`src/rtl/muldiv_pkg.sv`:
```
// Shared definitions for the iterative multiply/divide engine: op and state
// encodings plus the conditional two's-complement helper.
package muldiv_pkg;

   typedef enum logic [1:0] {
      OpMultu = 2'd0,
      OpMult  = 2'd1,
      OpDivu  = 2'd2,
      OpDiv   = 2'd3
   } op_e;

   typedef enum logic [1:0] {
      StIdle = 2'd0,
      StCalc = 2'd1,
      StFix  = 2'd2,
      StDone = 2'd3
   } state_e;

   // Callers zero-extend an N-bit value to NegMaxW and keep the low N bits.
   localparam int unsigned NegMaxW = 128;

   function automatic logic [NegMaxW-1:0] cond_neg(input logic [NegMaxW-1:0] v,
                                                   input logic               neg);
      return neg ? (~v + NegMaxW'(1)) : v;
   endfunction

endpackage

```
`src/rtl/muldiv_div_step.sv`:
```
// One restoring-division step: shift in the next dividend bit and subtract the
// divisor when it fits.
module muldiv_div_step #(
   parameter int unsigned WIDTH = 32
) (
   input  logic [WIDTH-1:0] i_rem,
   input  logic             i_bit,
   input  logic [WIDTH-1:0] i_div,
   output logic [WIDTH-1:0] o_rem,
   output logic             o_q
);
   logic [WIDTH:0]   w_shift;
   logic [WIDTH-1:0] w_diff;

   always_comb begin
      w_shift = {i_rem, i_bit};
      // When the divisor fits, the true difference is below 2^WIDTH.
      w_diff  = w_shift[WIDTH-1:0] - i_div;
      o_q     = (w_shift >= {1'b0, i_div});
      o_rem   = o_q ? w_diff : w_shift[WIDTH-1:0];
   end

endmodule

```
`src/rtl/muldiv_iter.sv`:
```
// Iterative MULT/MULTU/DIV/DIVU engine: shift-add multiply, restoring divide,
// one sign fix-up cycle, result held until acknowledged or cancelled.
module muldiv_iter
   import muldiv_pkg::*;
#(
   parameter int unsigned WIDTH         = 32,
   parameter int unsigned MUL_CYCLES    = 4,
   parameter bit          DIV_EARLY_OUT = 1'b1
) (
   input  logic             clk,
   input  logic             rst,
   input  logic             start_i,
   input  logic [1:0]       op_i,
   input  logic [WIDTH-1:0] a_i,
   input  logic [WIDTH-1:0] b_i,
   input  logic             cancel_i,
   input  logic             ack_i,
   output logic             busy_o,
   output logic             valid_o,
   output logic [WIDTH-1:0] hi_o,
   output logic [WIDTH-1:0] lo_o
);
   localparam int unsigned K    = WIDTH / MUL_CYCLES;
   localparam int unsigned CntW = $clog2(WIDTH + 1);

   state_e            r_state, w_state_next;
   op_e               r_op;
   logic [WIDTH-1:0]  r_opnd, r_hi, r_lo, r_res_hi, r_res_lo;
   logic              r_neg_a, r_neg_b, r_b_zero;
   logic [CntW-1:0]   r_cnt;

   logic              w_load, w_in_div, w_neg_a, w_neg_b, w_early, w_calc_div, w_last;
   logic [WIDTH-1:0]  w_mag_a, w_mag_b, w_div_rem;
   logic              w_div_q;
   logic [WIDTH+K-1:0] w_pp, w_sum;
   logic [2*WIDTH-1:0] w_mul_next, w_prod_fix;
   logic [WIDTH-1:0]  w_quo_fix, w_rem_fix;

   // Operand capture: magnitudes are unsigned, so -2^(WIDTH-1) maps to 2^(WIDTH-1).
   always_comb begin
      w_in_div = op_i[1];
      w_neg_a  = op_i[0] & a_i[WIDTH-1];
      w_neg_b  = op_i[0] & b_i[WIDTH-1];
      w_mag_a  = w_neg_a ? (~a_i + 1'b1) : a_i;
      w_mag_b  = w_neg_b ? (~b_i + 1'b1) : b_i;
      w_early  = DIV_EARLY_OUT && w_in_div && (w_mag_b <= WIDTH'(1));
   end

   always_comb begin
      w_calc_div = (r_op == OpDivu) || (r_op == OpDiv);
      w_last     = w_calc_div ? (r_cnt == CntW'(WIDTH - 1)) : (r_cnt == CntW'(MUL_CYCLES - 1));
      w_pp       = {{K{1'b0}}, r_opnd} * {{WIDTH{1'b0}}, r_lo[K-1:0]};
      w_sum      = {{K{1'b0}}, r_hi} + w_pp;
      w_mul_next = (2 * WIDTH)'({w_sum, r_lo} >> K);
      w_prod_fix = (2 * WIDTH)'(cond_neg(NegMaxW'({r_hi, r_lo}), r_neg_a ^ r_neg_b));
      w_quo_fix  = r_b_zero ? '1 : WIDTH'(cond_neg(NegMaxW'(r_lo), r_neg_a ^ r_neg_b));
      w_rem_fix  = WIDTH'(cond_neg(NegMaxW'(r_hi), r_neg_a));
   end

   muldiv_div_step #(
      .WIDTH (WIDTH)
   ) u_div_step (
      .i_rem (r_hi),
      .i_bit (r_lo[WIDTH-1]),
      .i_div (r_opnd),
      .o_rem (w_div_rem),
      .o_q   (w_div_q)
   );

   always_comb begin
      w_state_next = r_state;
      w_load       = 1'b0;
      case (r_state)
         StIdle:  w_load = start_i;
         StCalc:  if (w_last) w_state_next = StFix;
         StFix:   w_state_next = StDone;
         StDone: begin
            if (ack_i) begin
               w_state_next = StIdle;
               w_load       = start_i;
            end
         end
         default: w_state_next = StIdle;
      endcase
      if (w_load) w_state_next = w_early ? StFix : StCalc;
      if (cancel_i) begin
         w_state_next = StIdle;
         w_load       = 1'b0;
      end
   end

   always_ff @(posedge clk) begin
      if (rst) begin
         r_state  <= StIdle;
         r_op     <= OpMultu;
         r_cnt    <= '0;
         r_opnd   <= '0;
         r_hi     <= '0;
         r_lo     <= '0;
         r_neg_a  <= 1'b0;
         r_neg_b  <= 1'b0;
         r_b_zero <= 1'b0;
         r_res_hi <= '0;
         r_res_lo <= '0;
      end else begin
         r_state <= w_state_next;
         if (w_load) begin
            r_op     <= op_e'(op_i);
            r_cnt    <= '0;
            r_neg_a  <= w_neg_a;
            r_neg_b  <= w_neg_b;
            r_b_zero <= w_in_div && (w_mag_b == '0);
            r_opnd   <= w_in_div ? w_mag_b : w_mag_a;
            // Early-out by zero preloads the restoring-division outcome directly.
            if (w_early && (w_mag_b == '0)) begin
               r_hi <= w_mag_a;
               r_lo <= '1;
            end else begin
               r_hi <= '0;
               r_lo <= w_in_div ? w_mag_a : w_mag_b;
            end
         end else if (cancel_i) begin
            r_cnt <= '0;
         end else if (r_state == StCalc) begin
            r_cnt <= w_last ? '0 : r_cnt + 1'b1;
            if (w_calc_div) begin
               r_hi <= w_div_rem;
               r_lo <= {r_lo[WIDTH-2:0], w_div_q};
            end else begin
               {r_hi, r_lo} <= w_mul_next;
            end
         end else if (r_state == StFix) begin
            if (w_calc_div) begin
               r_res_hi <= w_rem_fix;
               r_res_lo <= w_quo_fix;
            end else begin
               {r_res_hi, r_res_lo} <= w_prod_fix;
            end
         end
      end
   end

   assign busy_o  = (r_state == StCalc) || (r_state == StFix);
   assign valid_o = (r_state == StDone);
   assign hi_o    = r_res_hi;
   assign lo_o    = r_res_lo;

endmodule

```
`config.mk`:
```
export PLATFORM = sky130hd
export DESIGN_NAME = muldiv_iter
export DESIGN_NICKNAME = d
export VERILOG_FILES = /design/src/rtl/muldiv_pkg.sv /design/src/rtl/muldiv_div_step.sv /design/src/rtl/muldiv_iter.sv
export SDC_FILE = /design/constraint.sdc
export NUM_CORES = 1
export LEC_CHECK = 0
export BUFFER_PORTS_ARGS = -buffer_cell sky130_fd_sc_hd__buf_4
export CAP_MARGIN = 0
export CELL_PAD_IN_SITES_DETAIL_PLACEMENT = 1
export CELL_PAD_IN_SITES_GLOBAL_PLACEMENT = 1
export CORE_AREA = 2 2 163 285
export DETAILED_ROUTE_END_ITERATION = 7
export DIE_AREA = 0 0 165 287
export GPL_TIMING_DRIVEN = 0
export PLACE_DENSITY = 0.88
export SLEW_MARGIN = 20
export SYNTH_ARGS = -nofsm -noshare
export SYNTH_HDL_FRONTEND = slang
export SYNTH_HIERARCHICAL = 1
export SYNTH_SLANG_ARGS = --single-unit
```
`constraint.sdc`:
```
create_clock -name clk -period 11.2 [get_ports clk]
set_clock_uncertainty 0.15 [all_clocks]
set_input_delay 1.12 -clock clk [delete_from_list [all_inputs] [get_ports clk]]
set_output_delay 1.12 -clock clk [all_outputs]
set_load 0.01 [all_outputs]
```
; Yosys cells after proc, flatten, opt, wreduce, memory -nomap -nowiden
; Cells that the tools add are included.
[word_totals]
ff_bits = 173
[classes]
addsub = 8
n_mul = 1
order_cmp = 2
n_eq_ne = 10
muxes = 31
bitwise_logic = 11
reduce_logical = 14
[op_table]
columns = op, count
row1 = 32-bit two-way mux, 20
row2 = 32-bit by 1-bit adder with 32-bit output (second input constant), 4
row3 = 32-bit NOT, 4
row4 = 64-bit by 1-bit adder with 64-bit output (second input constant), 1
row5 = 64-bit two-way mux, 1
row6 = 64-bit NOT, 1
row7 = 32-bit by 40-bit adder with 40-bit output, 1
row8 = 32-bit by 8-bit multiplier with 40-bit output, 1
row9 = 33-bit by 32-bit greater-or-equal comparator with 1-bit output, 1
row10 = 32-bit by 1-bit less-or-equal comparator with 1-bit output (second input constant), 1
row11 = 32-bit zero test, 1
row12 = 32-bit subtractor, 1
row13 = 2-bit == test (second input constant), 4
row14 = 2-bit two-way mux, 4
row15 = 6-bit by 1-bit adder with 6-bit output (second input constant), 1
row16 = 6-bit by 2-bit == test with 1-bit output (second input constant), 1
row17 = 6-bit by 5-bit == test with 1-bit output (second input constant), 1
row18 = 6-bit two-way mux, 1
row19 = 3-bit by 2-bit inequality test with 1-bit output (second input constant), 2
row20 = 2-bit case mux with 3 select lines, 1
row21 = 4-bit AND reduction, 1
row22 = 4-bit nonzero test, 1
row23 = 1-bit logical AND, 3
row24 = 1-bit two-way mux, 3
row25 = 13 further kinds, 17

; Longest topological paths before layout
; Gate-level depths: netlist of the first run.
[logic_depth]
depth_word = 8
ltp_mapped = 22

; By module
; The synthesis of the first run kept the hierarchy.
[by_module_without_submodules]
columns = mod, n_inst, cells_each, area_per_inst_um2, seq_area_each_um2
row1 = muldiv_iter, 1, 2520, 20041.7, 3443.3
row2 = muldiv_div_step, 1, 323, 2331.0, 0.0

; Worst setup path before layout of the first run
; No wires, ideal clock.
[synth_path]
path_kind = reg2reg
startpoint = register r_lo[1]
endpoint = register r_hi[30]
setup_time_ns = 0.095
arrival_time_ns = 5.550
required_time_ns = 10.955
slack_ns = 5.405
path_stages_with_launch = 21
path_cell_list = dfxtp_1 > clkbuf_1 > buf_1 > nand2_1 > fa_1 > inv_1 > fa_1 > fa_1 > inv_1 > fa_1 > inv_1 > ha_1 > and4_1 > a21o_1 > or3_1 > o22a_1 > o41a_1 > a21boi_0 > o311a_1 > o21ai_0 > a221oi_1
[synth_via]
elab_chain_len = 6
[synth_rtl]
columns = element, line_no
row1 = start: declaration, muldiv_iter.sv:28  ; logic [WIDTH-1:0] r_opnd, r_hi, r_lo, r_res_hi, r_res_lo;
row2 = start signal: assignment, muldiv_iter.sv:120  ; r_lo <= w_in_div ? w_mag_a : w_mag_b;
row3 = start signal: assignment, muldiv_iter.sv:128  ; r_lo <= {r_lo[WIDTH-2:0], w_div_q};
row4 = start signal: assignment, muldiv_iter.sv:130  ; {r_hi, r_lo} <= w_mul_next;
row5 = 32-bit by 8-bit multiplier with 40-bit output, muldiv_iter.sv:52  ; w_pp = {{K{1'b0}}, r_opnd} * {{WIDTH{1'b0}}, r_lo[K-1:0]};
row6 = 32-bit by 40-bit adder with 40-bit output, muldiv_iter.sv:53  ; w_sum = {{K{1'b0}}, r_hi} + w_pp;
row7 = 32-bit two-way mux, muldiv_iter.sv:126  ; if (w_calc_div) begin
row8 = 32-bit two-way mux, muldiv_iter.sv:124  ; end else if (r_state == StCalc) begin
row9 = 32-bit two-way mux, muldiv_iter.sv:122  ; end else if (cancel_i) begin
row10 = 32-bit two-way mux, muldiv_iter.sv:107  ; if (w_load) begin
row11 = end signal: assignment, muldiv_iter.sv:116  ; r_hi <= w_mag_a;
row12 = end signal: assignment, muldiv_iter.sv:127  ; r_hi <= w_div_rem;
row13 = end signal: assignment, muldiv_iter.sv:130
row14 = end: declaration, muldiv_iter.sv:28
; No other way between the ends. The select of a mux whose other input is x is not followed.
; A chain may end at the register's enable or synchronous reset.

; Final worst setup path of the first run
[layout_path]
startpoint = register r_lo[5]
endpoint = register r_hi[30]
; The elaborated chain is that of the path after synthesis.

==> results of run 1 <==
[layout by cell type (no fill, tap or decap), types with 9 or more instances in the layout]
| master | n |
|---|---|
| inv_1 | 333 |
| nand2_1 | 288 |
| fa_1 | 213 |
| a21oi_1 | 211 |
| nor2_1 | 211 |
| and2_1 | 180 |
| dfxtp_1 | 172 |
| clkbuf_1 | 143 |
| buf_4 | 132 |
| xnor2_1 | 106 |
| a211oi_1 | 104 |
| ha_1 | 103 |
| o21ai_0 | 101 |
| xor2_1 | 68 |
| mux2i_1 | 48 |
| nor3_1 | 39 |
| a21o_1 | 36 |
| a31oi_1 | 35 |
| nand3_1 | 34 |
| o31ai_1 | 23 |
| mux2_2 | 23 |
| buf_1 | 21 |
| nor2b_1 | 20 |
| nand4_1 | 20 |
| o211ai_1 | 20 |
| or3_1 | 19 |
| nor4_1 | 19 |
| a221oi_1 | 17 |
| clkbuf_16 | 17 |
| and3_1 | 16 |
| o21a_1 | 12 |
| or4_1 | 11 |
| nand2b_1 | 10 |
| mux2_4 | 9 |
[sequential cells by signal, summed over array words and instances (netlist names)]
register / count
r_state: 2
r_opnd: 32
hi_o: 32
r_hi: 32
r_b_zero: 1
r_neg_a: 1
r_op: 1
lo_o: 32
r_lo: 32
r_cnt: 6
r_neg_b: 1
[cell type report]
type | count | area (µm²) | share of cell area
repair buffers | 131 | 983 | 0.0398
clock inverters | 14 | 199 | 0.00804
inverters | 334 | 1250 | 0.0507
flip-flops and latches | 172 | 3440 | 0.139
clock buffers | 18 | 439 | 0.0178
multi-input cells | 2158 | 17000 | 0.686
well taps | 577 | 722 | 0.0292
plain buffers | 179 | 721 | 0.0291
[tightest hold or removal path, cell delays in order (launching register included)]
cell     delay [ns]
dfxtp_1        0.32
nand2_1        0.05
a21oi_1        0.06
[how the worst min path moves through the flow]
stage / slack, ns / cells after the start / start / endpoint
finish: 0.33 / 2 / r_b_zero / r_b_zero
global route: 0.35 / 2 / r_b_zero / r_b_zero
CTS: 0.33 / 2 / r_b_zero / r_b_zero
detailed placement: 0.32 / 2 / r_b_zero / r_b_zero
global placement: 0.30 / 2 / r_b_zero / r_b_zero
floorplan: 0.29 / 2 / r_b_zero / r_b_zero
[synthesized netlist by cell type (all sizes together), types with 40 or more instances]
| master | instances |
|---|---|
| nor3 | 40 |
| ha | 103 |
| nor2 | 212 |
| inv | 334 |
| xnor2 | 106 |
| fa | 213 |
| xor2 | 68 |
| nand2 | 288 |
| o21ai | 103 |
| clkbuf | 148 |
| dfxtp | 172 |
| a211oi | 107 |
| a21oi | 212 |
| mux2i | 48 |
| and2 | 181 |
[kinds of logic after synthesis]
family / share of synthesized area
AO/OA/AOI/OAI: 0.198
XOR/XNOR: 0.0681
adder cells (fa/ha/maj): 0.248
buffers and inverters: 0.0880
flip-flops: 0.154
multiplexers: 0.0391
AND/OR/NAND/NOR: 0.204
[power breakdown]
group	internal, mW	switching (mW)
logic	0.569	0.977
clock network	0.367	0.302
registers	0.658	0.116
[metal layers]
metal / part of all wire / up-vias
li1: - / 9891
met1: 0.33 / 11300
met3: 0.060 / 462
met5: 0.00027 / -
met4: 0.11 / 4
met2: 0.50 / 971
==> impl_metrics.json, run 1 <==
{
  "clock_latency_ns": 0.47,
  "dieArea_um2": 47400,
  "r2r_end": "r_hi[30]",
  "rows": 103,
  "synthTopCellsByArea": "fa_1 19%, dfxtp_1 15%, ha_1 5.8%",
  "reg2reg_from": "r_lo[5]",
  "via_per_inst": 6.33,
  "cp-end-kind": "flip-flop",
  "grt_first_pass_wirelength_mm": 151,
  "slowest_stage": "clkbuf_1",
  "ys_seq_elements": 172,
  "synth_top_area_share": 0.191,
  "drive_gt1_frac": 0.0825,
  "tightest_slew_ns": 1.25,
  "synth_edf_count": 0,
  "synth_cells": 2843,
  "ioPinCount": 137,
  "rsz0062_at_grt": "no",
  "worstPathCellList": "clkbuf_1, clkbuf_1, nand2_1, fa_1, fa_1, inv_1, fa_1, inv_1, fa_1, inv_1, ha_1, a21o_1, a31oi_1, a21oi_1, o22a_1, o41a_1, a21boi_0, o311a_1, o21ai_0, a221oi_1",
  "worstPathArrival_ns": 7.92,
  "syn_area_um2": 22400,
  "reg2reg_depth": 20,
  "start_kind": "flip-flop",
  "ctsResizeCount": 0,
  "drtIter0Drc": 1376,
  "die_w_um": 165,
  "start_util": 0.497,
  "cts_setup_buffers": 0,
  "setup_tns_ns": 0,
  "wl_per_cell_um": 28.4,
  "cellLeakagePower_nw": 10.9,
  "grt.met1_usage": 0.425,
  "min-delay-path-class": "reg2reg",
  "synth_nets": 3230,
  "gp_congestion": 1.05,
  "antennaDiodeCount": 0,
  "cts-buffers-inserted": 17,
  "ys_warn_count": 6,
  "layout_setup_ws_ns": 3.49,
  "synth-async-reset-ratio": 0,
  "crit_end": "r_hi[30]",
  "fillers": 5654,
  "power.density_nw_per_um2": 121,
  "synth.distinct_cells": 94,
  "slowest_delay_ns": 0.84,
  "stdcell_area_um2": 24700,
  "dr_total_vias": 22700,
  "timing.fmax_mhz": 130,
  "crit_family": "compound AO/OA/AOI/OAI gates",
  "fin_util": 0.550,
  "clockRootBuffer": "clkbuf_16",
  "clock-sinks": 172,
  "cp.required_ns": 11.41,
  "drtAntennaViolNets": 0,
  "drv_cap": 0,
  "preCtsSetupSlack_ns": 3.57,
  "grt_max_degree": 18,
  "die_y_um": 287,
  "cp_common_cell": "fa_1",
  "grt-busiest-layer": "met2",
  "min_period_over_period": 0.688,
  "holdWs_ns": 0.326,
  "met3_usage": 0.0833,
  "finalCriticalPeriod_ns": 7.71,
  "path_buf_inv": 5,
  "dp.cells": 3551,
  "clock_path_buffers": 2,
  "status": "finished, final reports clean",
  "ys.flop_type": "dfxtp_1",
  "vdd_drop_max_mv": 0.101,
  "path_max_fanout": 10,
  "remaining_drc_errors": 0,
  "dp_hpwl_mm": 83.5,
  "drv_slew": 0,
  "fin_cells": 3583,
  "r2r_slack_ns": 3.49,
  "routed_wirelength_mm": 102,
  "finalSetupViolations": 0,
  "hold_buffers": 0,
  "setup.worst_path.start": "r_lo[5]",
  "max_slew_margin": 0.165,
  "first_pass_iters": 5,
  "core_um2": 45000,
  "total_power_mw": 2.99,
  "antenna_found_initial": 4,
  "path_clk_slew_ns": 0.07,
  "numPortBuffers": 130,
  "num-nets-final": 3380,
  "h-tree-depth": 4,
  "critPathKind": "reg2reg",
  "hold_viol": 0,
  "placed_area_um2": 24100,
  "grt_pass1_vias": 24800,
  "syn_avg_cell_area_um2": 7.87,
  "yosysTopAreaCell": "fa_1",
  "grt.overflow.total": 0,
  "use_met2": 0.752,
  "area_growth_syn_to_layout_pct": 10.5,
  "track_usage": 0.434,
  "crit_cells": 20,
  "synth-seq-area-share": 0.154,
  "cts_tree": "built"
}
Power figures use the tool's default switching activity.
==> run 2, diff against run 1 <==
--- a/config.mk
+++ b/config.mk
@@ -9,11 +9,11 @@
 export CAP_MARGIN = 0
 export CELL_PAD_IN_SITES_DETAIL_PLACEMENT = 1
 export CELL_PAD_IN_SITES_GLOBAL_PLACEMENT = 1
-export CORE_AREA = 2 2 163 285
+export CORE_AREA = 2 2 176 307
 export DETAILED_ROUTE_END_ITERATION = 7
-export DIE_AREA = 0 0 165 287
+export DIE_AREA = 0 0 178 309
 export GPL_TIMING_DRIVEN = 0
-export PLACE_DENSITY = 0.88
+export PLACE_DENSITY = 0.8
 export SLEW_MARGIN = 20
 export SYNTH_ARGS = -nofsm -noshare
 export SYNTH_HDL_FRONTEND = slang
==> constraint.sdc (replaced) <==
create_clock -name clk -period 6.28 [get_ports clk]
set_clock_uncertainty 0.15 [all_clocks]
set_input_delay 0.628 -clock clk [delete_from_list [all_inputs] [get_ports clk]]
set_output_delay 0.628 -clock clk [all_outputs]
set_load 0.01 [all_outputs]
==> run 2 against run 1 <==
Compared with the run above: wire length down 0.72%; total power up 77%; maximum frequency up 25%; via count down 2.3%; worst setup slack worse by 3.4 ns.
==> impl_metrics.json, run 2 (synthesis results as in run 1) <==
{
  "hold_buffers": 0,
  "crit_family": "adder cells",
  "final_cell_mix": "333 x inv_1, 288 x nand2_1, 212 x fa_1",
  "clock_path_buffers": 2,
  "layout_commonest_cell": "inv_1",
  "ioPinCount": 137,
  "clockRootBuffer": "clkbuf_16",
  "finalSetupViolations": 0,
  "grt_max_degree": 19,
  "path_buf_inv": 4,
  "drtIter0Drc": 1200,
  "drv_slew": 0,
  "cp.required_ns": 6.47,
  "dr_total_vias": 22200,
  "holdWs_ns": 0.328,
  "dp_hpwl_mm": 84.4,
  "reg2reg_from": "r_hi[25]",
  "path_max_fanout": 7,
  "min-delay-start": "hi_o[22]",
  "h-tree-depth": 4,
  "slowest_stage": "dfxtp_1",
  "die_w_um": 178,
  "rsz0062_at_grt": "no",
  "remaining_drc_errors": 0,
  "clock_latency_ns": 0.48,
  "worstPathCellList": "inv_1, fa_1, inv_1, fa_1, fa_1, inv_1, fa_1, inv_1, ha_1, nand3_1, nor3_1, o21ai_0, o21bai_2, a31oi_2, a21oi_1, o21ai_0, mux2i_1, o2bb2ai_1",
  "vdd_drop_max_mv": 0.224,
  "path_clk_slew_ns": 0.08,
  "fin_util": 0.481,
  "tightest_slew_ns": 1.28,
  "dieArea_um2": 55000,
  "via_per_inst": 6.01,
  "antenna_found_initial": 2,
  "gp_congestion": 1.05,
  "num-nets-final": 3383,
  "wl_per_cell_um": 27.4,
  "numPortBuffers": 130,
  "start_kind": "flip-flop",
  "cellLeakagePower_nw": 11.0,
  "drv_cap": 0,
  "track_usage": 0.372,
  "area_growth_syn_to_layout_pct": 12.5,
  "clock-sinks": 172,
  "timing.fmax_mhz": 163,
  "setup.worst_path.start": "r_hi[25]",
  "cts_tree": "built",
  "grt.overflow.total": 0,
  "power.density_nw_per_um2": 210,
  "worstPathArrival_ns": 6.33,
  "drtAntennaViolNets": 0,
  "cts-buffers-inserted": 17,
  "min_period_over_period": 0.978,
  "preCtsSetupSlack_ns": -1.47,
  "finalCriticalPeriod_ns": 6.14,
  "cp-end-kind": "flip-flop",
  "layout_setup_ws_ns": 0.138,
  "die_y_um": 309,
  "status": "finished, final reports clean",
  "critPathKind": "reg2reg",
  "first_pass_iters": 5,
  "hold_viol": 0,
  "core_um2": 52400,
  "slowest_delay_ns": 0.67,
  "routed_wirelength_mm": 101,
  "grt_first_pass_wirelength_mm": 150,
  "rows": 111,
  "min-delay-path-class": "reg2reg",
  "max_slew_margin": 0.136,
  "start_util": 0.427,
  "drive_gt1_frac": 0.101,
  "grt_pass1_vias": 24200
}
==> run 2: changes by cell type in the layout (fill, tap and decap cells not counted), sizes merged <==
cell,change
diode,+1
buf,+19
inv,+1
clkbuf,-16
bufinv,-2
clkinv,+1
==> run 2: where the power goes <==
part           total (mW)  leakage [nW]  internal, mW  switching (mW)
logic                2.75          9.33          1.03            1.71
registers            1.39          1.40          1.17           0.214
clock network        1.15         0.298         0.582           0.563
total                5.28          11.0          2.79            2.49
==> run 2: worst paths after layout <==
path                            cells after the start       end  slack, ns
worst max-delay path                               18  r_hi[31]       0.14
worst min-delay path                                2  hi_o[22]       0.33
worst max register to register                     18  r_hi[31]       0.14
worst min register to register                      2  hi_o[22]       0.33
==> run 2: final cells by class <==
type	count	area, µm²
Multi-Input combinational cell	2158	17000
Clock inverter	14	171
Fill cell	6423	27200
Inverter	334	1250
Sequential cell	172	3460
Tap cell	678	848
Buffer	177	933
Antenna cell	1	2.50
Clock buffer	18	439
Timing Repair Buffer	136	1020
==> run 2: what timing repair did <==
action                                  in CTS  in global routing
buffers inserted                             0                  5
resized for setup                           65                 61
pin swaps                                    1                  6
gates cloned                                 0                  0
endpoints found under the setup margin      33                 12
==> run 2: tightest hold or removal path, delay by kind of cell, from the launching register on <==
family,cells,cell delay (ns)
AOI/OAI and AO/OA,1,0.05
DFF,1,0.32
and+or+nand+nor,1,0.06
==> run 2: layer usage <==
metal | share of wire | track usage | up-vias | wire length (µm)
met5 | 0.000099 | 0 | - | 10
met4 | 0.11 | 0.333 | 2 | 11200
met3 | 0.045 | 0.0481 | 358 | 4550
met2 | 0.50 | 0.660 | 711 | 50800
met1 | 0.34 | 0.375 | 11200 | 34600
li1 | - | - | 9927 | -
==> run 2: through the flow <==
| step | total power [mW] | instance area, µm² | std cells | TNS, ns |
|---|---|---|---|---|
| floorplan | 3.08 | 22400 | 2843 | 0 |
| global placement | 3.96 | 24200 | 3651 | -19.87 |
| detailed placement | 4.04 | 24200 | 3652 | -22.14 |
| CTS | 5.19 | 25000 | 3684 | -0.0134 |
| global route | 5.50 | 25200 | 3687 | 0 |
| finish | 5.28 | 25200 | 3688 | 0 |
